[src/rtl/sd_number_parser_if.sv]
// rtl/sd_number_parser_if.sv - byte-in / word-out handshake bundle for sd_number_parser
interface sd_number_parser_if #(
    parameter int W = 16
) ();
    logic         in_valid;
    logic [7:0]   in_byte;
    logic         in_done;
    logic         out_valid;
    logic         out_ready;
    logic [W-1:0] out_data;

    modport master (
        output in_valid, in_byte, in_done, out_ready,
        input  out_valid, out_data
    );

    modport slave (
        input  in_valid, in_byte, in_done, out_ready,
        output out_valid, out_data
    );
endinterface

[src/rtl/sd_number_parser.sv]
// rtl/sd_number_parser.sv - ASCII decimal integer tokenizer with saturating accumulator and output FIFO
// Optional macro SMVM_PARSER_COMMENT_EN: '#' starts a comment that runs to LF.
module sd_number_parser #(
    parameter int W     = 16,
    parameter int DEPTH = 8
) (
    input  logic                   clk,
    input  logic                   rst,
    sd_number_parser_if.slave      bus,
    output logic [$clog2(DEPTH):0] fifo_count,
    output logic [15:0]            value_count,
    output logic                   err_overflow,
    output logic                   err_format,
    output logic                   err_saturate
);
    localparam int AW   = $clog2(DEPTH);
    localparam int ACCW = W + 4;
    localparam logic [ACCW-1:0] LIM_POS = {5'b0, {(W-1){1'b1}}};
    localparam logic [ACCW-1:0] LIM_NEG = {4'b0, 1'b1, {(W-1){1'b0}}};

    typedef enum logic [2:0] {
        S_IDLE,
        S_SIGN,
        S_DIGITS,
        S_DISCARD
`ifdef SMVM_PARSER_COMMENT_EN
        , S_COMMENT
`endif
    } state_t;

    state_t          r_state;
    state_t          w_state_nxt;
    logic [ACCW-1:0] r_acc;
    logic [ACCW-1:0] w_acc_nxt;
    logic [ACCW-1:0] w_acc_mac;
    logic [ACCW-1:0] w_digit;
    logic [ACCW-1:0] w_lim;
    logic            r_neg;
    logic            w_neg_nxt;
    logic            w_commit;
    logic            w_set_fmt;
    logic            w_set_sat;
    logic [W-1:0]    w_commit_val;
    logic            w_is_digit;
    logic            w_is_minus;
    logic            w_is_sep;
`ifdef SMVM_PARSER_COMMENT_EN
    logic            w_is_hash;
`endif

    logic [W-1:0]    r_mem [DEPTH];
    logic [AW-1:0]   r_wptr;
    logic [AW-1:0]   r_rptr;
    logic [AW:0]     r_count;
    logic [15:0]     r_vcnt;
    logic            r_err_ovf;
    logic            r_err_fmt;
    logic            r_err_sat;
    logic            w_full;
    logic            w_pop;
    logic            w_push;
    logic            w_drop;

    assign w_is_digit = (bus.in_byte >= 8'h30) && (bus.in_byte <= 8'h39);
    assign w_is_minus = (bus.in_byte == 8'h2D);
    assign w_is_sep   = (bus.in_byte == 8'h20) || (bus.in_byte == 8'h09) ||
                        (bus.in_byte == 8'h0A) || (bus.in_byte == 8'h0D) ||
                        (bus.in_byte == 8'h2C);
`ifdef SMVM_PARSER_COMMENT_EN
    assign w_is_hash  = (bus.in_byte == 8'h23);
`endif

    // acc never exceeds 2^(W-1), so acc*10+9 always fits in W+4 bits
    assign w_digit   = {{(ACCW-4){1'b0}}, bus.in_byte[3:0]};
    assign w_acc_mac = (r_acc << 3) + (r_acc << 1) + w_digit;
    assign w_lim     = r_neg ? LIM_NEG : LIM_POS;

    always_comb begin
        w_state_nxt  = r_state;
        w_acc_nxt    = r_acc;
        w_neg_nxt    = r_neg;
        w_commit     = 1'b0;
        w_set_fmt    = 1'b0;
        w_set_sat    = 1'b0;
        w_commit_val = '0;
        if (bus.in_valid) begin
            case (r_state)
                S_IDLE: begin
                    if (w_is_digit) begin
                        w_acc_nxt   = w_digit;
                        w_neg_nxt   = 1'b0;
                        w_state_nxt = S_DIGITS;
                    end else if (w_is_minus) begin
                        w_neg_nxt   = 1'b1;
                        w_state_nxt = S_SIGN;
                    end else if (w_is_sep) begin
                        w_state_nxt = S_IDLE;
`ifdef SMVM_PARSER_COMMENT_EN
                    end else if (w_is_hash) begin
                        w_state_nxt = S_COMMENT;
`endif
                    end else begin
                        w_set_fmt   = 1'b1;
                        w_state_nxt = S_DISCARD;
                    end
                end
                S_SIGN: begin
                    if (w_is_digit) begin
                        w_acc_nxt   = w_digit;
                        w_state_nxt = S_DIGITS;
                    end else if (w_is_sep) begin
                        w_set_fmt   = 1'b1;
                        w_state_nxt = S_IDLE;
`ifdef SMVM_PARSER_COMMENT_EN
                    end else if (w_is_hash) begin
                        w_set_fmt   = 1'b1;
                        w_state_nxt = S_COMMENT;
`endif
                    end else begin
                        w_set_fmt   = 1'b1;
                        w_state_nxt = S_DISCARD;
                    end
                end
                S_DIGITS: begin
                    if (w_is_digit) begin
                        if (w_acc_mac > w_lim) begin
                            w_acc_nxt = w_lim;
                            w_set_sat = 1'b1;
                        end else begin
                            w_acc_nxt = w_acc_mac;
                        end
                    end else if (w_is_sep) begin
                        w_commit    = 1'b1;
                        w_state_nxt = S_IDLE;
`ifdef SMVM_PARSER_COMMENT_EN
                    end else if (w_is_hash) begin
                        w_commit    = 1'b1;
                        w_state_nxt = S_COMMENT;
`endif
                    end else begin
                        w_set_fmt   = 1'b1;
                        w_state_nxt = S_DISCARD;
                    end
                end
                S_DISCARD: begin
                    if (w_is_sep) w_state_nxt = S_IDLE;
                end
`ifdef SMVM_PARSER_COMMENT_EN
                S_COMMENT: begin
                    if (bus.in_byte == 8'h0A) w_state_nxt = S_IDLE;
                end
`endif
                default: w_state_nxt = S_IDLE;
            endcase
        end
        // flush sees the state left by this cycle's byte, so a final digit is kept
        if (bus.in_done) begin
            if (w_state_nxt == S_DIGITS) w_commit  = 1'b1;
            if (w_state_nxt == S_SIGN)   w_set_fmt = 1'b1;
            w_state_nxt = S_IDLE;
        end
        w_commit_val = w_neg_nxt ? (~w_acc_nxt[W-1:0] + 1'b1) : w_acc_nxt[W-1:0];
    end

    always_ff @(posedge clk) begin
        if (rst) begin
            r_state <= S_IDLE;
            r_acc   <= '0;
            r_neg   <= 1'b0;
        end else begin
            r_state <= w_state_nxt;
            r_acc   <= w_acc_nxt;
            r_neg   <= w_neg_nxt;
        end
    end

    // a pop in the same cycle frees the slot a full-FIFO push needs
    assign w_full = (r_count == (AW+1)'(DEPTH));
    assign w_pop  = (r_count != '0) && bus.out_ready;
    assign w_push = w_commit && (!w_full || w_pop);
    assign w_drop = w_commit && w_full && !w_pop;

    always_ff @(posedge clk) begin
        if (w_push) r_mem[r_wptr] <= w_commit_val;
    end

    always_ff @(posedge clk) begin
        if (rst) begin
            r_wptr    <= '0;
            r_rptr    <= '0;
            r_count   <= '0;
            r_vcnt    <= '0;
            r_err_ovf <= 1'b0;
            r_err_fmt <= 1'b0;
            r_err_sat <= 1'b0;
        end else begin
            if (w_push) begin
                r_wptr <= r_wptr + 1'b1;
                r_vcnt <= r_vcnt + 16'd1;
            end
            if (w_pop) r_rptr <= r_rptr + 1'b1;
            case ({w_push, w_pop})
                2'b10:   r_count <= r_count + 1'b1;
                2'b01:   r_count <= r_count - 1'b1;
                default: r_count <= r_count;
            endcase
            if (w_drop)    r_err_ovf <= 1'b1;
            if (w_set_fmt) r_err_fmt <= 1'b1;
            if (w_set_sat) r_err_sat <= 1'b1;
        end
    end

    assign bus.out_valid = (r_count != '0);
    assign bus.out_data  = (r_count != '0) ? r_mem[r_rptr] : '0;
    assign fifo_count    = r_count;
    assign value_count   = r_vcnt;
    assign err_overflow  = r_err_ovf;
    assign err_format    = r_err_fmt;
    assign err_saturate  = r_err_sat;
endmodule
[src/flat_wrapper.sv]
// flat-port wrapper written by rule: the top's interface ports become plain ports
module sd_number_parser_flat 
#(
    parameter int W     = 16,
    parameter int DEPTH = 8
)
  (clk, rst, fifo_count, value_count, err_overflow, err_format, err_saturate, bus_in_valid, bus_in_byte, bus_in_done, bus_out_ready, bus_out_valid, bus_out_data);
  sd_number_parser_if #(.W(W)) bus_i ();
  input  logic clk;
  input  logic rst;
  output logic [$clog2(DEPTH):0] fifo_count;
  output logic [15:0] value_count;
  output logic err_overflow;
  output logic err_format;
  output logic err_saturate;
  input wire logic [$bits(bus_i.in_valid)-1:0] bus_in_valid;
  input wire logic [$bits(bus_i.in_byte)-1:0] bus_in_byte;
  input wire logic [$bits(bus_i.in_done)-1:0] bus_in_done;
  input wire logic [$bits(bus_i.out_ready)-1:0] bus_out_ready;
  output wire logic [$bits(bus_i.out_valid)-1:0] bus_out_valid;
  output wire logic [$bits(bus_i.out_data)-1:0] bus_out_data;
  assign bus_i.in_valid = bus_in_valid;
  assign bus_i.in_byte = bus_in_byte;
  assign bus_i.in_done = bus_in_done;
  assign bus_i.out_ready = bus_out_ready;
  assign bus_out_valid = bus_i.out_valid;
  assign bus_out_data = bus_i.out_data;
  sd_number_parser #(.W(W), .DEPTH(DEPTH)) u_core (.clk(clk), .rst(rst), .bus(bus_i), .fifo_count(fifo_count), .value_count(value_count), .err_overflow(err_overflow), .err_format(err_format), .err_saturate(err_saturate));
endmodule
[config.mk]
export PLATFORM = sky130hd
export DESIGN_NAME = sd_number_parser_flat
export DESIGN_NICKNAME = d
export VERILOG_FILES = /design/src/rtl/sd_number_parser_if.sv /design/src/rtl/sd_number_parser.sv /design/src/flat_wrapper.sv
export SDC_FILE = /design/constraint.sdc
export NUM_CORES = 1
export LEC_CHECK = 0
export BUFFER_PORTS_ARGS = -buffer_cell sky130_fd_sc_hd__buf_2
export CAP_MARGIN = 10
export CORE_ASPECT_RATIO = 2
export CORE_MARGIN = 5
export CORE_UTILIZATION = 39
export CTS_BUF_LIST = sky130_fd_sc_hd__clkbuf_4
export CTS_CLUSTER_DIAMETER = 40
export DETAILED_ROUTE_END_ITERATION = 8
export PLACE_DENSITY = 0.66
export SETUP_SLACK_MARGIN = 0.3
export SLEW_MARGIN = 20
export SYNTH_ARGS = -nofsm -noshare
export SYNTH_HDL_FRONTEND = slang
export SYNTH_SLANG_ARGS = --single-unit
[constraint.sdc]
create_clock -name clk -period 6.5 [get_ports clk]
set_clock_uncertainty 0.05 [all_clocks]
set_input_delay 1.3 -clock clk [delete_from_list [all_inputs] [get_ports clk]]
set_output_delay 1.3 -clock clk [all_outputs]
set_load 0.01 [all_outputs]
==> results_dict.tcl, run 1 <==
set metrics [dict create \
    synth-edff-count 128 \
    power_mw 2.486 \
    syn_area_mm2 0.009640 \
    cp_slowest_cell "fa_1" \
    dr.pass1.iters 5 \
    die_h_um 232.3 \
    hp-start "u_core.err_overflow$_SDFFE_PP0P_" \
    wl_per_cell_um 18.51 \
    placedInstanceArea_mm2 0.01089 \
    hold_slack_ns 0.4323 \
    pwr-share-comb 0.220 \
    start_util 0.3947 \
    crit_path_start "bus_in_byte[3]" \
    hpwl_mm 17.24 \
    tritoncts "done" \
    synth_area_leader_cell "edfxtp_1" \
    final_layout_size_suffix_gt1_frac 0.3114 \
    power_switching_uw 733.2 \
    cts_root_buf "clkbuf_4" \
    maxCapViolations 0 \
    stdcell_count 1258 \
    hp-class "reg -> reg" \
    critPathRequiredTime_ns 6.79 \
    worstSetupEndpointType "flip-flop" \
    fmax_ghz 0.1618 \
    cts_buffers 17 \
    grt_max_degree 54 \
    htreeDepth 4 \
    power.internal_mw 1.753 \
    switching_share 0.2950 \
    antenna_found_initial 1 \
    core_mm2 0.02442 \
    timing.slew.headroom 0.3075 \
    clkLatencyLatePin_ns 0.58 \
    vias 6760 \
    async_reset_ff_frac 0 \
    cts.clk_slew.worst_paths_ns 0.15 \
    io_buffers 52 \
    clock-sinks 183 \
    rows 81 \
    ys_seq_area_frac 0.5129 \
    boundaryPins 53 \
    power_leakage_nw 4.659 \
    viasPerCell 5.374 \
    first_iter_violations 301 \
    synth_warnings 0 \
    crit_type "in -> reg" \
    r2r_start "u_core.r_acc[0]$_SDFF_PP0_" \
    die_area_mm2 0.02815 \
    die_x_um 121.2 \
    fin_crit_sh 0.9509 \
    syn_avg_cell_area_um2 12.34 \
    holdBufCountCts 0 \
    nets 984 \
    ant_nets 0 \
    cpPeakStageDelay_ns 0.51 \
    slew_viol_final 0 \
    grt_overflow 0 \
    crit_top_cell "buf_6" \
    critPathLaunchType "input port" \
    worstMarginPinSlew_ns 1.037 \
    final_cell_mix "edfxtp_1 (128), buf_4 (88), nor2_1 (77), ha_1 (54), dfxtp_1 (54)" \
    worstPathCellList "buf_4 -> inv_8 -> fa_1 -> inv_2 -> fa_2 -> a211oi_4 -> o21ai_2 -> or3b_4 -> or2b_1 -> xor2_1 -> ha_1 -> nand4_1 -> nor4_2 -> a21boi_2 -> o31ai_4 -> o211ai_4 -> buf_6 -> nor2_4 -> buf_8 -> a311oi_4 -> nand4_4 -> buf_6 -> or4_4 -> o311a_4" \
    grt_pass1_wl_mm 36.58 \
    gp_congestion 0.9018 \
    vdd_drop_max_mv 0.1193 \
    rsz0062_at_grt "false" \
    power_density_mw_per_mm2 214.2 \
    final_common_cell "edfxtp_1" \
    rrSetupSlack_ns 0.54 \
    routed_wirelength_mm 23.28 \
    area_delta_synth_final_pct 20.40 \
    synthFlopType "edfxtp_1" \
    yosys.cell_types.count 93 \
    clockBufferDepth 2 \
    placedCellCount 1211 \
    outcome "finished clean" \
    hold_viol 0 \
    synth.area.top_cells "edfxtp_1 (40%), dfxtp_1 (11%), mux4_2 (7.5%), ha_1 (7.3%), nor2_1 (3.0%)" \
    fin_crit_ns 6.181 \
    synthesis.nets 853 \
    yosysTopAreaCellShare 0.3987 \
    drc 0 \
    track_usage 0.1687 \
    setup-violations-final 0 \
    clkPwrFrac 0.263 \
    ys_ff_latch 183 \
    cp.arrival_ns 6.47 \
    fill_cells 2186 \
    netlist_instances 781 \
    crit_fanout 8 \
    final_area_mm2 0.01161 \
    p_seq_frac 0.517 \
    grt_pass1_vias 6998 \
]
-- timing repair --
action / 4_1_cts / 5_1_grt
setup buffers: 0 / 14
gates resized for setup: 5 / 38
endpoints found under the setup margin: 40 / 96
pin swaps: 1 / 16
-- worst max-delay path: cells and delay by family --
kind                       cells  cell delay, ns
AOI/OAI and AO/OA              7            1.33
xor gates and xnor gates       1            0.16
adders and majority gates      3            1.19
buffers and inverters          6            0.71
and+or+nand+nor                7            1.77
-- area by class of cell --
cell class / instances / area (um^2) / share of cell area
multi-input combinational: 546 / 4887 / 0.4210
clock buffer: 17 / 127.6 / 0.01099
sequential: 183 / 4946 / 0.4261
clock inverter: 15 / 185.2 / 0.01595
timing repair buffer: 142 / 953.4 / 0.08214
tap: 332 / 415.4 / 0.03579
inverter: 22 / 90.09 / 0.007761
antenna: 1 / 2.502 / 0.0002156
-- cells in the mapped netlist (4+ instances only) --
cell and n:
and2_1 4, o31ai_1 5, a31oi_1 6, nor2b_1 12
or3_1 8, nor2_1 77, o211ai_1 5, edfxtp_1 128
a21o_1 10, xnor2_1 25, nor3b_1 7, mux2i_1 21
a211oi_1 7, nand2_1 42, nand3_1 16, mux4_2 32
ha_1 56, inv_1 22, nor3_1 23, nor4_1 6
xor2_1 18, o21ai_0 23, dfxtp_1 55, nand4_1 8
clkbuf_1 21, a21oi_1 43, nand2b_1 6, buf_1 5
o41ai_2 4
-- stage by stage --
step,setup TNS (ns),setup WS (ns),utilization
2_1_floorplan,0,0.2802,-
3_3_place_gp,-18.67,-0.2845,0.4459
3_5_place_dp,-29.89,-0.4091,0.4459
4_1_cts,0,0.3105,0.4604
5_1_grt,0,0.1893,0.4752
6_report,0,0.3195,0.4752
-- state kept, by name (all words and copies together) (netlist names), named ones only --
signal and cells:
u_core.err_format 1, u_core.err_overflow 1, u_core.err_saturate 1, u_core.fifo_count 4, u_core.r_acc 19, u_core.r_mem 128, u_core.r_neg 1, u_core.r_rptr 3
u_core.r_state 3, u_core.r_wptr 3, u_core.value_count 16
-- path summary, 6_finish.rpt --
| check | endpoint | cells after the start |
|---|---|---|
| max | u_core.r_mem[0][12]$_DFFE_PP_ | 24 |
| min | u_core.err_overflow$_SDFFE_PP0P_ | 2 |
| max reg2reg | u_core.r_mem[0][12]$_DFFE_PP_ | 23 |
| min reg2reg | u_core.err_overflow$_SDFFE_PP0P_ | 2 |
-- power groups by stage --
stage	combinational [mW]	sequential, mW	clock [mW]
2_1_floorplan	0.384	1.31	0
3_3_place_gp	0.552	1.31	0
3_5_place_dp	0.558	1.31	0
4_1_cts	0.561	1.29	0.672
5_1_grt	0.605	1.29	0.728
6_report	0.546	1.29	0.654
-- kinds of logic after synthesis --
logic type,count (synthesis),synth area share
AND/OR/NAND/NOR,236,0.1271
flip-flops,183,0.5129
AO/OA/AOI/OAI,155,0.1241
adder cells (fa/ha/maj),59,0.07891
multiplexers,53,0.09656
buffers and inverters,52,0.02141
XOR/XNOR,43,0.03907
-- routing by layer --
| layer | vias up | global-route usage | routed length (um) |
|---|---|---|---|
| li1 | 3251 | - | - |
| met1 | 3338 | 0.1714 | 8260 |
| met2 | 128 | 0.3334 | 13710 |
| met3 | 43 | 0.01902 | 572 |
| met4 | 0 | 0.07854 | 738 |
| met5 | - | 0 | 0 |
Power figures use the tool's default switching activity.
==> inputs of run 2 (changes only) <==
CORE_ASPECT_RATIO = unset   (was 2)
CORE_MARGIN = 1   (was 5)
CORE_UTILIZATION = 40   (was 39)
PLACE_DENSITY = 0.67   (was 0.66)
==> run 2 against run 1 <==
Net effect: clock power shrank 6.1%; sequential share of layout area increased by 0.87 points; critical path type unchanged; routed wire length fell by 6.6%; first-iteration DRC count rose by 37%; global-route usage rose by 1.4 points; highest routed layer unchanged; largest cell class unchanged; setup slack improved by 0.083 ns; core utilization is 0.81 points higher; power down 1.8%.
==> results_dict.tcl, run 2 (same netlist as run 1, synthesis figures left out) <==
set metrics [dict create \
    outcome "finished clean" \
    track_usage 0.1826 \
    cpPeakStageDelay_ns 0.51 \
    hold_slack_ns 0.4426 \
    slew_viol_final 0 \
    vias 6690 \
    power_switching_uw 760.7 \
    final_layout_size_suffix_gt1_frac 0.2943 \
    timing.rr.end "u_core.r_mem[0][8]$_DFFE_PP_" \
    nets 973 \
    fmax_ghz 0.1640 \
    start_util 0.4095 \
    critPathLaunchType "input port" \
    power_density_mw_per_mm2 214.6 \
    crit_fanout 8 \
    timing.slew.headroom 0.3254 \
    worstMarginPinSlew_ns 1.012 \
    clkPwrFrac 0.252 \
    cp_slowest_cell "fa_1" \
    holdPathStages 1 \
    cts_root_buf "clkbuf_4" \
    first_iter_violations 412 \
    dr.pass1.iters 4 \
    clock-sinks 183 \
    vdd_drop_max_mv 0.1241 \
    rrSetupSlack_ns 0.72 \
    io_buffers 52 \
    fin_crit_sh 0.9381 \
    tritoncts "done" \
    largest_reg_flops 128 \
    largest-register "u_core.r_mem" \
    switching_share 0.3115 \
    hp-class "reg -> reg" \
    p_seq_frac 0.527 \
    final_common_cell "edfxtp_1" \
    cp.arrival_ns 6.40 \
    routed_wirelength_mm 21.74 \
    rows 56 \
    holdBufCountCts 0 \
    hpwl_mm 15.15 \
    pwr-share-comb 0.221 \
    gp_congestion 0.8328 \
    cts_buffers 17 \
    maxCapViolations 0 \
    worstSetupEndpointType "flip-flop" \
    grt_max_degree 54 \
    boundaryPins 53 \
    clockBufferDepth 2 \
    antenna_found_initial 1 \
    power_mw 2.442 \
    die_area_mm2 0.02473 \
    hold_viol 0 \
    hp-start "u_core.r_acc[17]$_SDFFE_PP0P_" \
    wl_per_cell_um 17.62 \
    worstPathCellList "buf_2 -> inv_8 -> fa_1 -> inv_2 -> ha_4 -> a211oi_4 -> o211ai_1 -> a21oi_2 -> o21ai_1 -> a31oi_1 -> xnor2_1 -> ha_1 -> nand4_1 -> o311ai_1 -> o31ai_4 -> o211a_1 -> buf_4 -> a21oi_1 -> nor3_1 -> a221oi_2 -> ha_2 -> nand3_4 -> o31ai_1 -> xor2_2" \
    clkLatencyLatePin_ns 0.57 \
    grt_pass1_vias 6544 \
    viasPerCell 5.421 \
    die_x_um 157.2 \
    grt_overflow 0 \
    setup-violations-final 0 \
    power.internal_mw 1.681 \
    ant_nets 0 \
    final_cell_mix "edfxtp_1 (128), nor2_1 (77), buf_4 (76), ha_1 (54), dfxtp_1 (53)" \
    area_delta_synth_final_pct 18.03 \
    r2r_start "u_core.r_acc[0]$_SDFF_PP0_" \
    core_mm2 0.02354 \
    rsz0062_at_grt "true" \
    drc 0 \
    fin_crit_ns 6.098 \
    ff2ff_path_depth 23 \
    critPathRequiredTime_ns 6.81 \
    power_leakage_nw 4.536 \
    min_to "u_core.r_acc[17]$_SDFFE_PP0P_" \
    cts.clk_slew.worst_paths_ns 0.16 \
    grt_pass1_wl_mm 34.58 \
    htreeDepth 4 \
    crit_type "in -> reg" \
    die_h_um 157.2 \
]
==> run 2: how the worst max path moves through the flow <==
stage	cells past startpoint	startpoint	to	slack, ns
4_1_cts	24	bus_in_byte[3]	u_core.r_mem[0][15]$_DFFE_PP_	0.32
3_5_place_dp	24	bus_in_byte[3]	u_core.r_mem[0][15]$_DFFE_PP_	-0.30
3_3_place_gp	23	bus_in_byte[3]	u_core.r_mem[0][15]$_DFFE_PP_	-0.10
6_report	24	bus_in_byte[3]	u_core.r_mem[0][8]$_DFFE_PP_	0.40
2_1_floorplan	21	bus_in_byte[3]	u_core.r_mem[0][12]$_DFFE_PP_	0.28
5_1_grt	24	bus_in_byte[3]	u_core.r_mem[7][8]$_DFFE_PP_	0.18
==> run 2: what timing repair did <==
item,4_1_cts,5_1_grt
setup buffers,0,9
endpoints found under the hold margin,0,0
setup endpoints to repair,0,88
resized for setup,0,25
==> run 2: power by group through the flow <==
stage / combinational, mW / sequential [mW] / clock [mW]
6_report: 0.540 / 1.29 / 0.614
5_1_grt: 0.607 / 1.29 / 0.677
4_1_cts: 0.549 / 1.29 / 0.631
3_5_place_dp: 0.548 / 1.31 / 0
3_3_place_gp: 0.542 / 1.31 / 0
2_1_floorplan: 0.384 / 1.31 / 0
==> run 2: routing by layer <==
metal,track usage,share of wire,up-vias,wire (um)
li1,-,-,3246,-
met3,0.03469,0.038,10,825
met5,0,0,-,0
met2,0.2971,0.48,126,10410
met1,0.2502,0.48,3308,10340
met4,0.04485,0.0072,0,157
==> run 2: metrics by stage <==
stage          setup WS [ns]  area (um^2)  TNS (ns)    util  instances
3_5_place_dp         -0.3014        10840    -14.16  0.4603       1192
5_1_grt               0.1771        11380         0  0.4833       1234
6_report              0.4023        11380         0  0.4833       1234
4_1_cts               0.3175        11130         0  0.4726       1224
2_1_floorplan         0.2802         9722         0       -        781
3_3_place_gp         -0.1020        10830    -4.119  0.4600       1192
==> run 2: final cells by class <==
type / instances / area (um^2)
fillers: 2092 / 12160
flip-flops and latches: 183 / 4947
multi-input cells: 546 / 4785
repair buffers: 131 / 864.6
well taps: 319 / 399.1
clock inverters: 15 / 162.7
clock buffers: 17 / 127.6
inverters: 22 / 90.09
diodes: 1 / 2.502
==> run 2: critical path: cells and delay by family <==
kind	cells	cell delay, ns
AOI/OAI and AO/OA	11	2.49
xor gates and xnor gates	2	0.48
adders and majority gates	4	1.36
buffers and inverters	4	0.39
and+or+nand+nor	3	0.36
